## config.mk

```make
export PLATFORM = sky130hd
export DESIGN_NAME = agc_gain_ctrl
export DESIGN_NICKNAME = d
export VERILOG_FILES = /design/src/rtl/agc_gain_ctrl.sv
export SDC_FILE = /design/constraint.sdc
export NUM_CORES = 2
export LEC_CHECK = 0
export ABC_AREA = 1
export BUFFER_PORTS_ARGS = -buffer_cell sky130_fd_sc_hd__buf_2
export CELL_PAD_IN_SITES_DETAIL_PLACEMENT = 1
export CELL_PAD_IN_SITES_GLOBAL_PLACEMENT = 1
export CORE_ASPECT_RATIO = 0.7
export CORE_MARGIN = 8
export CORE_UTILIZATION = 35
export CTS_CLUSTER_DIAMETER = 60
export DETAILED_ROUTE_END_ITERATION = 7
export PLACE_DENSITY_LB_ADDON = 0.1
export SLEW_MARGIN = 20
export SYNTH_ARGS = -nofsm -noshare
export SYNTH_HDL_FRONTEND = slang
export SYNTH_SLANG_ARGS = --single-unit
```

## constraint.sdc

```tcl
create_clock -name clk -period 10.9 [get_ports clk]
set_input_delay 1.09 -clock clk [delete_from_list [all_inputs] [get_ports clk]]
set_output_delay 1.09 -clock clk [all_outputs]
set_load 0.02 [all_outputs]
```

## src/rtl/agc_gain_ctrl.sv

```systemverilog
`default_nettype none
// ============================================================================
// Module      : agc_gain_ctrl
// Description : AGC loop closure on the complex_mult output stream. Measures
//               mean |z|^2 over fixed windows of accepted samples, compares
//               against a target with a dead band and steps the real gain
//               coefficient fed back to complex_mult b_real.
// Revision    : 1.0 - initial release
// ============================================================================
module agc_gain_ctrl #(
    parameter int IN_WIDTH = 33,
    parameter int DWIDTH   = 16,
    parameter int BWIDTH   = 16,
    parameter int LOG2_WIN = 4,
    parameter logic [2*DWIDTH:0]        TARGET    = (2*DWIDTH+1)'(16777216),
    parameter logic [2*DWIDTH:0]        HYST      = (2*DWIDTH+1)'(1048576),
    parameter logic signed [BWIDTH-1:0] STEP      = BWIDTH'(64),
    parameter logic signed [BWIDTH-1:0] GAIN_INIT = BWIDTH'(16384),
    parameter logic signed [BWIDTH-1:0] GAIN_MIN  = BWIDTH'(256),
    parameter logic signed [BWIDTH-1:0] GAIN_MAX  = BWIDTH'(32767)
) (
    input  logic                       clk,
    input  logic                       rst_n,
    input  logic                       valid,
    input  logic signed [IN_WIDTH-1:0] z_real,
    input  logic signed [IN_WIDTH-1:0] z_imag,
    input  logic                       freeze,
    output logic signed [BWIDTH-1:0]   gain,
    output logic                       gain_valid,
    output logic [2*DWIDTH:0]          pwr_mean,
    output logic [1:0]                 dir
);

    localparam int PW = 2*DWIDTH + 1;
    localparam int AW = PW + LOG2_WIN;

    // Dead-band edges, one bit wider so TARGET+HYST cannot wrap.
    localparam logic [PW:0] TH_LO = (TARGET > HYST) ? ({1'b0, TARGET} - {1'b0, HYST}) : '0;
    localparam logic [PW:0] TH_HI = {1'b0, TARGET} + {1'b0, HYST};

    localparam logic signed [BWIDTH:0] MAX_X  = {GAIN_MAX[BWIDTH-1], GAIN_MAX};
    localparam logic signed [BWIDTH:0] MIN_X  = {GAIN_MIN[BWIDTH-1], GAIN_MIN};
    localparam logic signed [BWIDTH:0] STEP_X = {STEP[BWIDTH-1], STEP};

    localparam logic [1:0] DIR_HOLD = 2'b00;
    localparam logic [1:0] DIR_UP   = 2'b01;
    localparam logic [1:0] DIR_DOWN = 2'b10;

    typedef enum logic [1:0] {
        ST_ACCUM  = 2'd0,
        ST_DECIDE = 2'd1,
        ST_UPDATE = 2'd2
    } state_t;

    // Only the top DWIDTH bits of each component feed the power estimate.
    logic unused_lsbs;
    assign unused_lsbs = ^{z_real[IN_WIDTH-DWIDTH-1:0], z_imag[IN_WIDTH-DWIDTH-1:0]};

    logic                       v0_q, v0_d, v1_q, v1_d, v2_q, v2_d;
    logic [DWIDTH-1:0]          zr0_q, zr0_d, zi0_q, zi0_d;
    logic [DWIDTH-1:0]          dr1_q, dr1_d, di1_q, di1_d;
    logic [PW-1:0]              p2_q, p2_d;
    logic [AW-1:0]              acc_q, acc_d;
    logic [LOG2_WIN-1:0]        cnt_q, cnt_d;
    logic [PW-1:0]              pwr_mean_q, pwr_mean_d;
    logic [1:0]                 dir_q, dir_d;
    logic signed [BWIDTH-1:0]   gain_q, gain_d;
    logic                       gain_valid_q, gain_valid_d;
    state_t                     state_q, state_d;

    logic [2*DWIDTH-1:0]        dr_ext, di_ext, sq_r, sq_i;
    logic [AW-1:0]              acc_sum;
    logic                       win_done;
    logic signed [BWIDTH:0]     gain_x, gain_up, gain_dn;

    function automatic logic signed [BWIDTH-1:0] clamp_gain(input logic signed [BWIDTH:0] s);
        if (s > MAX_X)
            return GAIN_MAX;
        else if (s < MIN_X)
            return GAIN_MIN;
        else
            return s[BWIDTH-1:0];
    endfunction

    // Measurement pipeline: capture MSBs, square-and-sum, windowed accumulate.
    always_comb begin
        v0_d  = valid;
        zr0_d = z_real[IN_WIDTH-1 -: DWIDTH];
        zi0_d = z_imag[IN_WIDTH-1 -: DWIDTH];

        v1_d  = v0_q;
        dr1_d = zr0_q;
        di1_d = zi0_q;

        // Low 2*DWIDTH bits of the sign-extended product are exact: |d|^2 <= 2^(2*DWIDTH-2).
        dr_ext = {{DWIDTH{dr1_q[DWIDTH-1]}}, dr1_q};
        di_ext = {{DWIDTH{di1_q[DWIDTH-1]}}, di1_q};
        sq_r   = dr_ext * dr_ext;
        sq_i   = di_ext * di_ext;
        v2_d   = v1_q;
        p2_d   = {1'b0, sq_r} + {1'b0, sq_i};

        acc_sum    = acc_q + {{LOG2_WIN{1'b0}}, p2_q};
        win_done   = v2_q && (&cnt_q);
        acc_d      = acc_q;
        cnt_d      = cnt_q;
        pwr_mean_d = pwr_mean_q;
        if (v2_q) begin
            if (&cnt_q) begin
                // Last sample of the window: publish mean and restart cleanly.
                acc_d      = '0;
                cnt_d      = '0;
                pwr_mean_d = acc_sum[AW-1:LOG2_WIN];
            end else begin
                acc_d = acc_sum;
                cnt_d = cnt_q + LOG2_WIN'(1);
            end
        end
    end

    // Decision FSM: classify the window mean, then step and clamp the gain.
    always_comb begin
        state_d      = state_q;
        dir_d        = dir_q;
        gain_d       = gain_q;
        gain_valid_d = 1'b0;
        gain_x       = {gain_q[BWIDTH-1], gain_q};
        gain_up      = gain_x + STEP_X;
        gain_dn      = gain_x - STEP_X;
        case (state_q)
            ST_ACCUM: begin
                if (win_done)
                    state_d = ST_DECIDE;
            end
            ST_DECIDE: begin
                if ({1'b0, pwr_mean_q} < TH_LO)
                    dir_d = DIR_UP;
                else if ({1'b0, pwr_mean_q} > TH_HI)
                    dir_d = DIR_DOWN;
                else
                    dir_d = DIR_HOLD;
                state_d = ST_UPDATE;
            end
            ST_UPDATE: begin
                gain_valid_d = 1'b1;
                if (!freeze) begin
                    if (dir_q == DIR_UP)
                        gain_d = clamp_gain(gain_up);
                    else if (dir_q == DIR_DOWN)
                        gain_d = clamp_gain(gain_dn);
                end
                state_d = ST_ACCUM;
            end
            default: state_d = ST_ACCUM;
        endcase
    end

    // State registers; reset drops any partial window.
    always_ff @(posedge clk or negedge rst_n) begin
        if (!rst_n) begin
            v0_q         <= 1'b0;
            v1_q         <= 1'b0;
            v2_q         <= 1'b0;
            zr0_q        <= '0;
            zi0_q        <= '0;
            dr1_q        <= '0;
            di1_q        <= '0;
            p2_q         <= '0;
            acc_q        <= '0;
            cnt_q        <= '0;
            pwr_mean_q   <= '0;
            dir_q        <= DIR_HOLD;
            gain_q       <= GAIN_INIT;
            gain_valid_q <= 1'b0;
            state_q      <= ST_ACCUM;
        end else begin
            v0_q         <= v0_d;
            v1_q         <= v1_d;
            v2_q         <= v2_d;
            zr0_q        <= zr0_d;
            zi0_q        <= zi0_d;
            dr1_q        <= dr1_d;
            di1_q        <= di1_d;
            p2_q         <= p2_d;
            acc_q        <= acc_d;
            cnt_q        <= cnt_d;
            pwr_mean_q   <= pwr_mean_d;
            dir_q        <= dir_d;
            gain_q       <= gain_d;
            gain_valid_q <= gain_valid_d;
            state_q      <= state_d;
        end
    end

    assign gain       = gain_q;
    assign gain_valid = gain_valid_q;
    assign pwr_mean   = pwr_mean_q;
    assign dir        = dir_q;

endmodule
`default_nettype wire
```

* Yosys cells after proc, flatten, opt, wreduce, memory -nomap -nowiden
Cells that the tools add are included.
Operators by class: add/subtract/negate cells 5, multipliers 2, $lt $le $gt $ge 6, equality and inequality tests 5, mux-type cells 13, bitwise logic cells 1, reduce and logical (&&, ||, !) cells 6
Operator list (number):
- $mux 16 | 6
- $mul 16x16->32 | 2
- $add 37x33->37 | 1
- $mux 37 | 1
- $gt 17x16->1 const B | 2
- $lt 17x10->1 const B | 2
- $add 32x32->33 | 1
- $gt 33x25->1 const B | 1
- $lt 33x24->1 const B | 1
- $add 16x8->17 const B | 1
- $sub 16x8->17 const B | 1
- $mux 2 | 3
- $reduce_and 5->1 | 1
- $add 4x1->4 const B | 1
- $eq 2x1->1 const B | 2
- $eq 2x2->1 const B | 2
- $mux 4 | 1
- $pmux 2 s2 | 1
- $reduce_and 4->1 | 1
- $reduce_and 3->1 | 1
- $logic_not 2->1 | 1
- $ne 2x2->1 const B | 1
- $reduce_bool 2->1 | 1
- $logic_and 1x1->1 | 1
- other kinds (2) | 2
Storage, ports and cells: register bits after elaboration 195, output and inout bits 52

* Logic depth before layout (Yosys ltp)
word-level depth 6, mapped depth 37

* Worst setup path after synthesis
OpenSTA, ideal clock, no wires.
path type register -> register, from reg di1_q[1], to reg p2_q[31], library setup time 0.117 ns, arrival time 6.882 ns, data required time 10.783 ns, path slack 3.902 ns, stages on the path, launching flop included 30, buffers on the path 3, period minus slack after synthesis 6.998 ns, cell sequence dfrtp_1 > clkbuf_1 > clkbuf_1 > nand2_1 > inv_1 > fa_1 > inv_1 > fa_1 > inv_1 > fa_1 > fa_1 > fa_1 > inv_1 > fa_1 > inv_1 > ha_1 > nand2_1 > nor4_1 > nand3_1 > nand3_1 > a21oi_1 > xnor2_1 > ha_1 > clkbuf_1 > nand2_1 > nor3_1 > nand2_1 > o221a_2 > nand3_1 > nand2_1
Between the ends: cells in the longest elaborated chain, start to end 2
Ends and longest elaborated chain:
- start, declared | line 61 | logic [DWIDTH-1:0] dr1_q, dr1_d, di1_q, di1_d;
- start signal, assigned | line 183 | di1_q <= di1_d;
- $mul 16x16->32 | line 99 | sq_i = di_ext * di_ext;
- $add 32x32->33 | line 101 | p2_d = {1'b0, sq_r} + {1'b0, sq_i};
- via p2_d[31] | line 62 | logic [PW-1:0] p2_q, p2_d;
- end signal, assigned | line 184 | p2_q <= p2_d;
- end, declared | line 62
The timed path passes the listed nets, and every way through them passes these cells. A chain may end at the register's enable or synchronous reset.

* Worst setup path in the final report
from reg di1_q[1], to reg p2_q[32]
Same word-level chain as after synthesis.

==> run metrics <==
fin area 31560 um^2; required time worst endpoint 11.32 ns; largest net degree at the start of global routing 137; P&R area growth vs syn 7.306%; setup TNS 0 ns; Max-slew headroom 36.45%; Setup Crit Path Kind flop to flop; DP HPWL 71480 um; sequential area share after synthesis 16.17%; status finished, final reports clean; Mapped Avg Cell Area 8.126 um^2; Synth Cell Area 29410 um^2; CP top delay family adder cells; # fillers 10170; Tot GR Track Use 18.53%; Via Count 22170; syn_nets 4409; WL final 83260 um; Num CTS Buffers 17; HP Start di1_d[11]; synth top area cells fa_1 33%, dfrtp_1 16%, inv_1 12%, ha_1 10%, nand2_1 9.6%; Final Setup Violations 0; CP bufs+invs 6; Ys Warns 0; placed cells 4764; Iter 0 DRT Violations 1011; Post-synth EDFFs 0; clk slew on worst S/H paths 0.08 ns; Clock Path Buffers 2; post-CTS setup buffer count 0; routed vias/inst 4.622; Post-CTS Resized 0; crit share post-route 74.12%; Detailed Routing Iterations Pass 1 5; Final Hold Fails 0; startpoint types flop; clk_skew 0.02173 ns; Cell Rows 89; drc violations 0; number of global-route vias before repair 24290; Yosys cell types 57; max cap viols 0; clk sinks 190; Worst Setup SP di1_q[1]; RSZ-0062 raised after global routing false; CTS tree yes; Hold Crit Class flop to flop; FFs w/ async S/R, synth 100.0%; r2r startpoint di1_q[1]; worst skew pair latency 0.52 ns; Worst Tran Pin Value 0.9532 ns; CTS Hold Bufs 0; Cells after Synth 3619; initial antenna violation count 0; Post-DP Area 30980 um^2; root buf cell clkbuf_16; Finished Layout Cells 4797; Yosys top cell by area fa_1; Seq cells post-synth 190; Setup crit end kind flop; Top Ports 122; Max Fclk 123.8 MHz; Die ar. 93700 um^2; Crit-path slowest cell fa_1; Max Slew Vio Count 0; Top FF cell, synth dfrtp_1; final RePlAce weighted congestion 0.8399; share of post-route cells with drive strength above 1 4.892%; most frequent cell after synthesis inv_1; post-synth top area share 32.61%; Core ar. 83740 um^2; Crit path largest cell delay 0.72 ns; commonest cells in the netlist 934 x inv_1, 751 x nand2_1, 479 x fa_1; WL/cell 17.36 um; Port Buf Inserts 87; htree depth 4; global-route wire length before repair 136900 um; CP max FO 16; final critical-path required period 8.079 ns; grt ovf 0; Final nets 4436; CP arrival 8.50 ns; Die X-Extent 362.5 um; starting density of the core 35.12%; Die Y-Extent 258.5 um; remaining antenna violation count after routing 0
## cell usage in the layout (no fill, tap or decap), types with 10 or more instances in the layout
cell type  netlist  routed
inv_1          934     933
nand2_1        751     751
fa_1           479     479
ha_1           241     241
dfrtp_1        189     189
nor2_1         189     188
a21oi_1        145     145
nand3_1        140     140
o21ai_0        113     113
buf_2            3      86
xor2_1          74      74
xnor2_1         48      48
nand4_1         35      35
nor3_1          26      26
a21o_1          19      19
o21bai_1        18      18
clkbuf_16        0      17
buf_4            7      12
o21ai_1         11      11
nor4_1          11      10
## per-layer routing
metal  vias up  GRT usage [%]  routed length, um
met4         0          2.734                660
li1      10880              -                  -
met3        33          2.841               2739
met1     11040          28.99              45380
met5         -              0                  0
met2       221          27.30              34480
## final cells by class
type	instances	area, um^2	share of cell area (%)
Clock inverter	13	116.4	0.3688
Multi-Input combinational cell	2396	20720	65.65
Clock buffer	19	452.9	1.435
Inverter	941	3532	11.19
Timing Repair Buffer	100	555.5	1.761
Sequential cell	190	4756	15.07
Antenna cell	1	2.502	0.007930
Tap cell	1137	1423	4.508
## kinds of logic after synthesis
| family | after synthesis | synth area share, % |
|---|---|---|
| buffers and inverters | 1033 | 13.42 |
| DFF | 190 | 16.17 |
| AOI/OAI and AO/OA | 359 | 6.974 |
| xor gates and xnor gates | 123 | 3.689 |
| adders and majority gates | 720 | 42.86 |
| and+or+nand+nor | 1194 | 16.88 |
## registers in the layout, summed over array words and instances (netlist names)
register,count
v2_q,1
acc_q,37
gain_valid,1
gain,11
p2_q,33
pwr_mean,33
dr1_q,16
cnt_q,4
v0_q,1
dir,2
di1_d,16
dr1_d,16
di1_q,16
v1_q,1
state_q,2
## worst register-to-register path, delay by kind of cell (launching register included)
kind | cells | cell delay [ns]
buffers and inverters | 6 | 0.64
AND/OR/NAND/NOR | 6 | 0.96
flip-flops | 1 | 0.66
adder cells (fa/ha/maj) | 8 | 4.26
XOR/XNOR | 1 | 0.22
AO/OA/AOI/OAI | 6 | 1.24
## metrics by stage
step | util, % | hold WS (ns) | setup slack (ns)
after floorplan | - | 0.3312 | 3.902
after global routing | 37.68 | 0.3550 | 2.172
final | 37.68 | 0.3350 | 2.821
after global placement | 37.00 | 0.3317 | 2.819
after CTS | 37.68 | 0.3420 | 2.724
after detailed placement | 37.00 | 0.3356 | 2.758
## final timing paths
check                      slack (ns)  cells after the start        end
max                              2.82                     27   p2_q[32]
min                              0.34                      0  di1_q[11]
max reg2reg                      2.82                     27   p2_q[32]
min reg2reg                      0.34                      0  di1_q[11]
max in group asynchronous        9.12                      2  acc_q[11]
min in group asynchronous        0.52                      1  dr1_d[10]
Power is left out: the tool's default activity adds up to more than one toggle a clock period on the data nets, which glitch-free logic cannot reach.
